--- src/rtl/ff_wnd_pipe.sv ---
// Pipelined circular find-first-set: returns the first set bit at or after
// in_start, wrapping to the lowest set bit when none lies at or above it.
module ff_wnd_pipe #(
  parameter int unsigned WIDTH       = 16,
  parameter int unsigned BLOCK_WIDTH = 4,
  localparam int unsigned IND_WIDTH  = $clog2(WIDTH)
) (
  input  logic                 clk,
  input  logic                 rst,
  input  logic                 in_val,
  output logic                 in_rdy,
  input  logic [WIDTH-1:0]     in_bitmap,
  input  logic [IND_WIDTH-1:0] in_start,
  output logic                 out_val,
  input  logic                 out_rdy,
  output logic                 out_found,
  output logic [IND_WIDTH-1:0] out_ind
);

  localparam int unsigned BB     = $clog2(BLOCK_WIDTH);
  localparam int unsigned LEVELS = (IND_WIDTH + BB - 1) / BB;
  localparam int unsigned PW     = LEVELS * BB;

  // Offset of tree level g's nodes within the flat registered node vectors.
  function automatic int unsigned off(input int unsigned g);
    int unsigned s;
    s = 0;
    for (int unsigned l = 1; l < g; l++) s += 1 << (BB * (LEVELS - l));
    return s;
  endfunction

  localparam int unsigned T  = off(LEVELS);
  localparam int unsigned TS = (T > 0) ? T : 1;

  // Least-significant valid child wins; an empty node yields {0, 0}.
  function automatic logic [PW:0] pick(input logic [BLOCK_WIDTH-1:0]    v,
                                       input logic [BLOCK_WIDTH*PW-1:0] i);
    logic [PW:0] r;
    r = '0;
    for (int unsigned k = BLOCK_WIDTH; k > 0; k--)
      if (v[k-1]) r = {1'b1, i[(k-1)*PW +: PW]};
    return r;
  endfunction

  logic              en;
  logic [LEVELS-1:0] vld_q;
  logic [WIDTH-1:0]  bm_hi_q, bm_full_q;
  logic [TS-1:0]     nv_h_q, nv_f_q, nv_h_d, nv_f_d;
  logic [TS*PW-1:0]  ni_h_q, ni_f_q, ni_h_d, ni_f_d;
  logic [PW:0]       fin_h, fin_f;

  assign en     = ~(out_val & ~out_rdy);
  assign in_rdy = en;

  for (genvar g = 1; g <= LEVELS; g++) begin : lvl
    localparam int unsigned NN = 1 << (BB * (LEVELS - g));
    localparam int unsigned NC = NN * BLOCK_WIDTH;
    logic [NC-1:0]    cv_h, cv_f;
    logic [NC*PW-1:0] ci_h, ci_f;

    if (g == 1) begin : leaf
      for (genvar c = 0; c < NC; c++) begin : lf
        if (c < WIDTH) begin : bit_in
          assign cv_h[c] = bm_hi_q[c];
          assign cv_f[c] = bm_full_q[c];
        end else begin : bit_pad
          assign cv_h[c] = 1'b0;
          assign cv_f[c] = 1'b0;
        end
        assign ci_h[c*PW +: PW] = PW'(c);
        assign ci_f[c*PW +: PW] = PW'(c);
      end
    end else begin : inner
      assign cv_h = nv_h_q[off(g-1) +: NC];
      assign cv_f = nv_f_q[off(g-1) +: NC];
      assign ci_h = ni_h_q[off(g-1)*PW +: NC*PW];
      assign ci_f = ni_f_q[off(g-1)*PW +: NC*PW];
    end

    if (g < LEVELS) begin : mid
      for (genvar n = 0; n < NN; n++) begin : nd
        assign {nv_h_d[off(g)+n], ni_h_d[(off(g)+n)*PW +: PW]} =
          pick(cv_h[n*BLOCK_WIDTH +: BLOCK_WIDTH], ci_h[n*BLOCK_WIDTH*PW +: BLOCK_WIDTH*PW]);
        assign {nv_f_d[off(g)+n], ni_f_d[(off(g)+n)*PW +: PW]} =
          pick(cv_f[n*BLOCK_WIDTH +: BLOCK_WIDTH], ci_f[n*BLOCK_WIDTH*PW +: BLOCK_WIDTH*PW]);
      end
    end else begin : last
      assign fin_h = pick(cv_h, ci_h);
      assign fin_f = pick(cv_f, ci_f);
    end
  end

  always_ff @(posedge clk) begin
    if (en) begin
      bm_hi_q   <= in_bitmap & (~WIDTH'(0) << in_start);
      bm_full_q <= in_bitmap;
      nv_h_q    <= nv_h_d;
      nv_f_q    <= nv_f_d;
      ni_h_q    <= ni_h_d;
      ni_f_q    <= ni_f_d;
    end
  end

  always_ff @(posedge clk or posedge rst) begin
    if (rst) begin
      vld_q     <= '0;
      out_val   <= 1'b0;
      out_found <= 1'b0;
      out_ind   <= '0;
    end else if (en) begin
      for (int unsigned k = LEVELS - 1; k > 0; k--) vld_q[k] <= vld_q[k-1];
      vld_q[0] <= in_val;
      out_val  <= vld_q[LEVELS-1];
      if (vld_q[LEVELS-1]) begin
        out_found <= fin_f[PW];
        out_ind   <= fin_h[PW] ? fin_h[IND_WIDTH-1:0] : fin_f[IND_WIDTH-1:0];
      end
    end
  end

endmodule

--- config.mk ---
export PLATFORM = sky130hd
export DESIGN_NAME = ff_wnd_pipe
export DESIGN_NICKNAME = d
export VERILOG_FILES = /design/src/rtl/ff_wnd_pipe.sv
export SDC_FILE = /design/constraint.sdc
export NUM_CORES = 1
export LEC_CHECK = 0
export ABC_AREA = 1
export CAP_MARGIN = 30
export CORE_ASPECT_RATIO = 0.8
export CORE_UTILIZATION = 45
export DETAILED_ROUTE_END_ITERATION = 6
export PLACE_DENSITY = 0.66
export SETUP_SLACK_MARGIN = 0.3
export SLEW_MARGIN = 20
export SYNTH_ARGS = -nofsm -noshare
export SYNTH_HDL_FRONTEND = slang
export SYNTH_SLANG_ARGS = --single-unit
--- constraint.sdc ---
create_clock -name clk -period 4.8 [get_ports clk]
set_clock_uncertainty 0.05 [all_clocks]
set_input_delay 0.72 -clock clk [delete_from_list [all_inputs] [get_ports clk]]
set_output_delay 0.72 -clock clk [all_outputs]
set_load 0.02 [all_outputs]
; Word level (Yosys, flattened, before mapping)
; Index checks and enable logic that the tools add are counted.
[totals]
reg_bits = 80
word_cells = 93
[classes]
reduce_logical = 17
bitwise_logic = 4
muxes = 33
n_shift = 1
[ops]
columns = op, n
row1 = $mux W5, 16
row2 = $reduce_or A3 Y1, 8
row3 = $and A16 B16 Y16, 1
row4 = $mux W2, 8
row5 = $reduce_or A2 Y1, 8
row6 = $shl A16 B4 Y16 const A, 1
row7 = $mux W1, 8
row8 = $mux W4, 1
row9 = $not A1 Y1, 2
row10 = $reduce_and A2 Y1, 1
row11 = $and A1 B1 Y1, 1

; Logic depth before layout (Yosys ltp)
[logic_depth]
depth_word = 5
depth_mapped = 8
mapped_depth_nobuf = 8

; Worst setup path before layout
; Ideal clock, no wire load.
[synth_path]
kind = input port to output port
startpoint = input out_rdy
endpoint = output in_rdy
n_path_buf = 0
stages = 2
arrival_ps = 1465
path_slack_ps = 2565
cell_sequence = nor2_2 > inv_2
[synth_via]
elab_chain_cells = 3
[synth_rtl]
columns = element, line_no
row1 = from (decl), 15  ; input logic out_rdy,
row2 = $not A1 Y1, 52  ; assign en = ~(out_val & ~out_rdy);
row3 = $and A1 B1 Y1, 52
row4 = $not A1 Y1 (no line), --
row5 = to (decl), 11  ; output logic in_rdy,
; No other way between the ends.

; Final worst setup path
; Same ends and word-level chain as after synthesis.

==> out/summary.txt <==
Outcome: completed
Placed wire-length estimate: 3260 um
Power density over the cells: 465 nW/um^2
Hold_ws: 0.458 ns
N_diodes: 0
Io pins: 31
CP Capture Point: in_rdy
Fillers: 482
CTS Root Cell: clkbuf_8
CTS tree: done
Cell count after synthesis: 231
Initial Util: 47.7%
Power, Total: 1.48 mW
Final Net Count: 296
Max VDD drop: 0.253 mV
Placed Area: 3050 sq um
CP Data Required Time: 4.03 ns
Clock edge transition at the registers on the reported setup and hold paths: 0.06 ns
H-tree Lvls: 3
Syn-to-layout area delta: 20.5%
Total grt overflow: 0
Clock network power share: 23.8%
Max Cap Viol: 0
Worst Hold Class: register to register
Antenna-violating nets left: 0
Hold path startpoint: vld_q[1]$_DFFE_PP0N_
Fin crit period: 2.81 ns
Final WL: 4440 um
Fraction of layout cells with a size suffix above 1: 9.45%
Vias/cell: 4.70
Worst reg2reg setup slack: 3.21 ns
Worst Setup End Kind: primary output
# DRC: 0
Post-CTS setup buffer count: 0
Fmax: 356 MHz
Resized cells post-CTS: 0
Final period utilization: 58.6%
Area occupied by multi-input gates: 664 sq um
P_leak: 1.27 nW
R2r startpoint: out_val$_DFFE_PP0N_
Total die area: 6200 sq um
Hold-fix buffers, CTS: 0
P_sw: 0.425 mW
Reg2Reg Depth: 4
Worst skew pair latency: 0.33 ns
FF+latch count, synth: 63
Comb power frac: 20.5%
Setup crit start: out_rdy
Pin count of the biggest net entering global routing: 59
Max Slew Vio Count: 0
Warnings from Yosys: 0
Final cell count without fillers: 353
Routed len/inst: 12.6 um
Rows: 24
Die H: 70.6 um
Via count: 1659
Switching Share: 28.6%
Yosys cell types: 23
FF/Latch Area: 1850 sq um
Post-synthesis net count: 255
Number of global-route vias before repair: 1662
Critical-path maximum fanout: 5
Placed insts: 339
Slew @ Worst Pin: 0.693 ns
WHS Path Cells: 2
Final hold vios: 0
Seq/Total Area, Yosys: 69.9%
# setup viols final: 0
Post-Layout Inst Area: 3190 sq um
RD Place Congestion: 0.843
Worst R2R End: bm_hi_q[14]$_DFFE_PN_
Clock Tree Buf Depth: 2
Initial antenna violation count: 0
Crit path launch type: input pin
Width of the chip: 87.8 um
Inserted Clock Buffers: 9
CP Data Arrival Time: 2.04 ns
DR iter-0 viols: 59
Cell internal pwr: 1.06 mW
Max_slew headroom: 53.8%
First-pass GRT wire length: 7600 um
Clock sink total: 63
Setup TNS: 0 ns
Mapped Area: 2650 sq um
Core Box Area: 5560 sq um
Flop pwr share: 55.7%
Kind of critical path: input pin to primary output
Input/output buffers: 30
RSZ-0062 raised after global routing: no
GRT Total Usage: 17.1%
Mean Syn Cell Area: 11.5 sq um
DRT Pass-1 Iters: 4
## cells by family (layout without fill, tap and decap cells)
family          count (synthesis)  count (layout)  synth area share, %
simple gates                   96              96                 16.5
flops                          63              63                 69.9
compound gates                 37              37                 8.60
buf+inv                        35              79                 5.01
## through the flow
stage	worst slack [ns]	utilization [%]
final	1.99	57.5
after CTS	1.99	57.5
after global placement	1.98	54.9
after global routing	1.92	57.5
after detailed placement	2.00	54.9
after floorplan	2.57	-
## cells in the final DEF, fill, tap and decap left out, types with 3 or more instances in the layout
cell type / count
o21a_1: 9
nand3_1: 15
dfrtp_1: 8
clkbuf_8: 9
inv_2: 7
o21ai_1: 3
nor2_1: 38
inv_1: 27
a21boi_0: 4
nor2_4: 3
a21oi_1: 13
nand2_1: 31
edfxtp_1: 55
o21ai_0: 3
clkdlybuf4s50_1: 30
## cells in the mapped netlist
library cell | instances | area, sq um
edfxtp_1 | 55 | 1650
nor2_1 | 38 | 143
nand2_1 | 31 | 116
inv_1 | 27 | 101
nand3_1 | 15 | 75.1
a21oi_1 | 13 | 65.1
o21a_1 | 9 | 67.6
dfrtp_1 | 8 | 200
inv_2 | 7 | 26.3
a21boi_0 | 4 | 30.0
nor2_4 | 3 | 33.8
o21ai_0 | 3 | 15.0
o21ai_1 | 3 | 15.0
a31oi_1 | 2 | 12.5
nand2_4 | 2 | 22.5
nand3b_1 | 2 | 15.0
nor2_2 | 2 | 12.5
or2_0 | 2 | 12.5
a21boi_1 | 1 | 7.51
buf_2 | 1 | 5.00
nand2_2 | 1 | 6.26
o211ai_1 | 1 | 7.51
o31ai_1 | 1 | 7.51
## registers in the layout, summed over array words and instances (netlist names)
register,count
lvl.cv_f,2
bm_hi_q,16
lvl.ci_f,10
out_ind,4
vld_q,2
out_val,1
lvl.cv_h,3
bm_full_q,15
lvl.ci_h,9
out_found,1
## worst min path at each step
stage	endpoint	slack, ns
2_1_floorplan	vld_q[1]$_DFFE_PP0N_	0.42
3_3_place_gp	out_ind[0]$_DFFE_PP0P_	0.44
3_5_place_dp	vld_q[1]$_DFFE_PP0N_	0.45
4_1_cts	vld_q[1]$_DFFE_PP0N_	0.46
5_1_grt	out_val$_DFFE_PP0N_	0.48
6_report	vld_q[1]$_DFFE_PP0N_	0.46
## layout make-up
| type | count | share of cell area [%] |
|---|---|---|
| clock buffer | 11 | 4.11 |
| clock inverter | 3 | 0.392 |
| inverter | 34 | 4.00 |
| multi-input combinational | 133 | 20.8 |
| sequential | 63 | 58.0 |
| tap | 78 | 3.06 |
| timing repair buffer | 31 | 9.64 |
## critical path: stages
cell             delay [ns]
clkdlybuf4s50_1        0.42
nor2_2                 0.25
inv_2                  0.10
clkdlybuf4s50_1        0.55
## layer usage
| metal | vias up | GRT usage, % | share of wire, % |
|---|---|---|---|
| met5 | - | 0 | 0 |
| met4 | 0 | 6.92 | 1.9 |
| met3 | 8 | 7.70 | 5.1 |
| met2 | 45 | 25.4 | 45 |
| met1 | 746 | 21.7 | 48 |
| li1 | 860 | - | - |
## power groups by stage
stage	combinational [mW]	clock [mW]	sequential, mW
floorplan	0.177	0	0.842
global placement	0.300	0	0.832
detailed placement	0.308	0	0.839
CTS	0.309	0.364	0.828
global route	0.343	0.390	0.842
finish	0.304	0.354	0.827
Power figures use the tool's default switching activity.
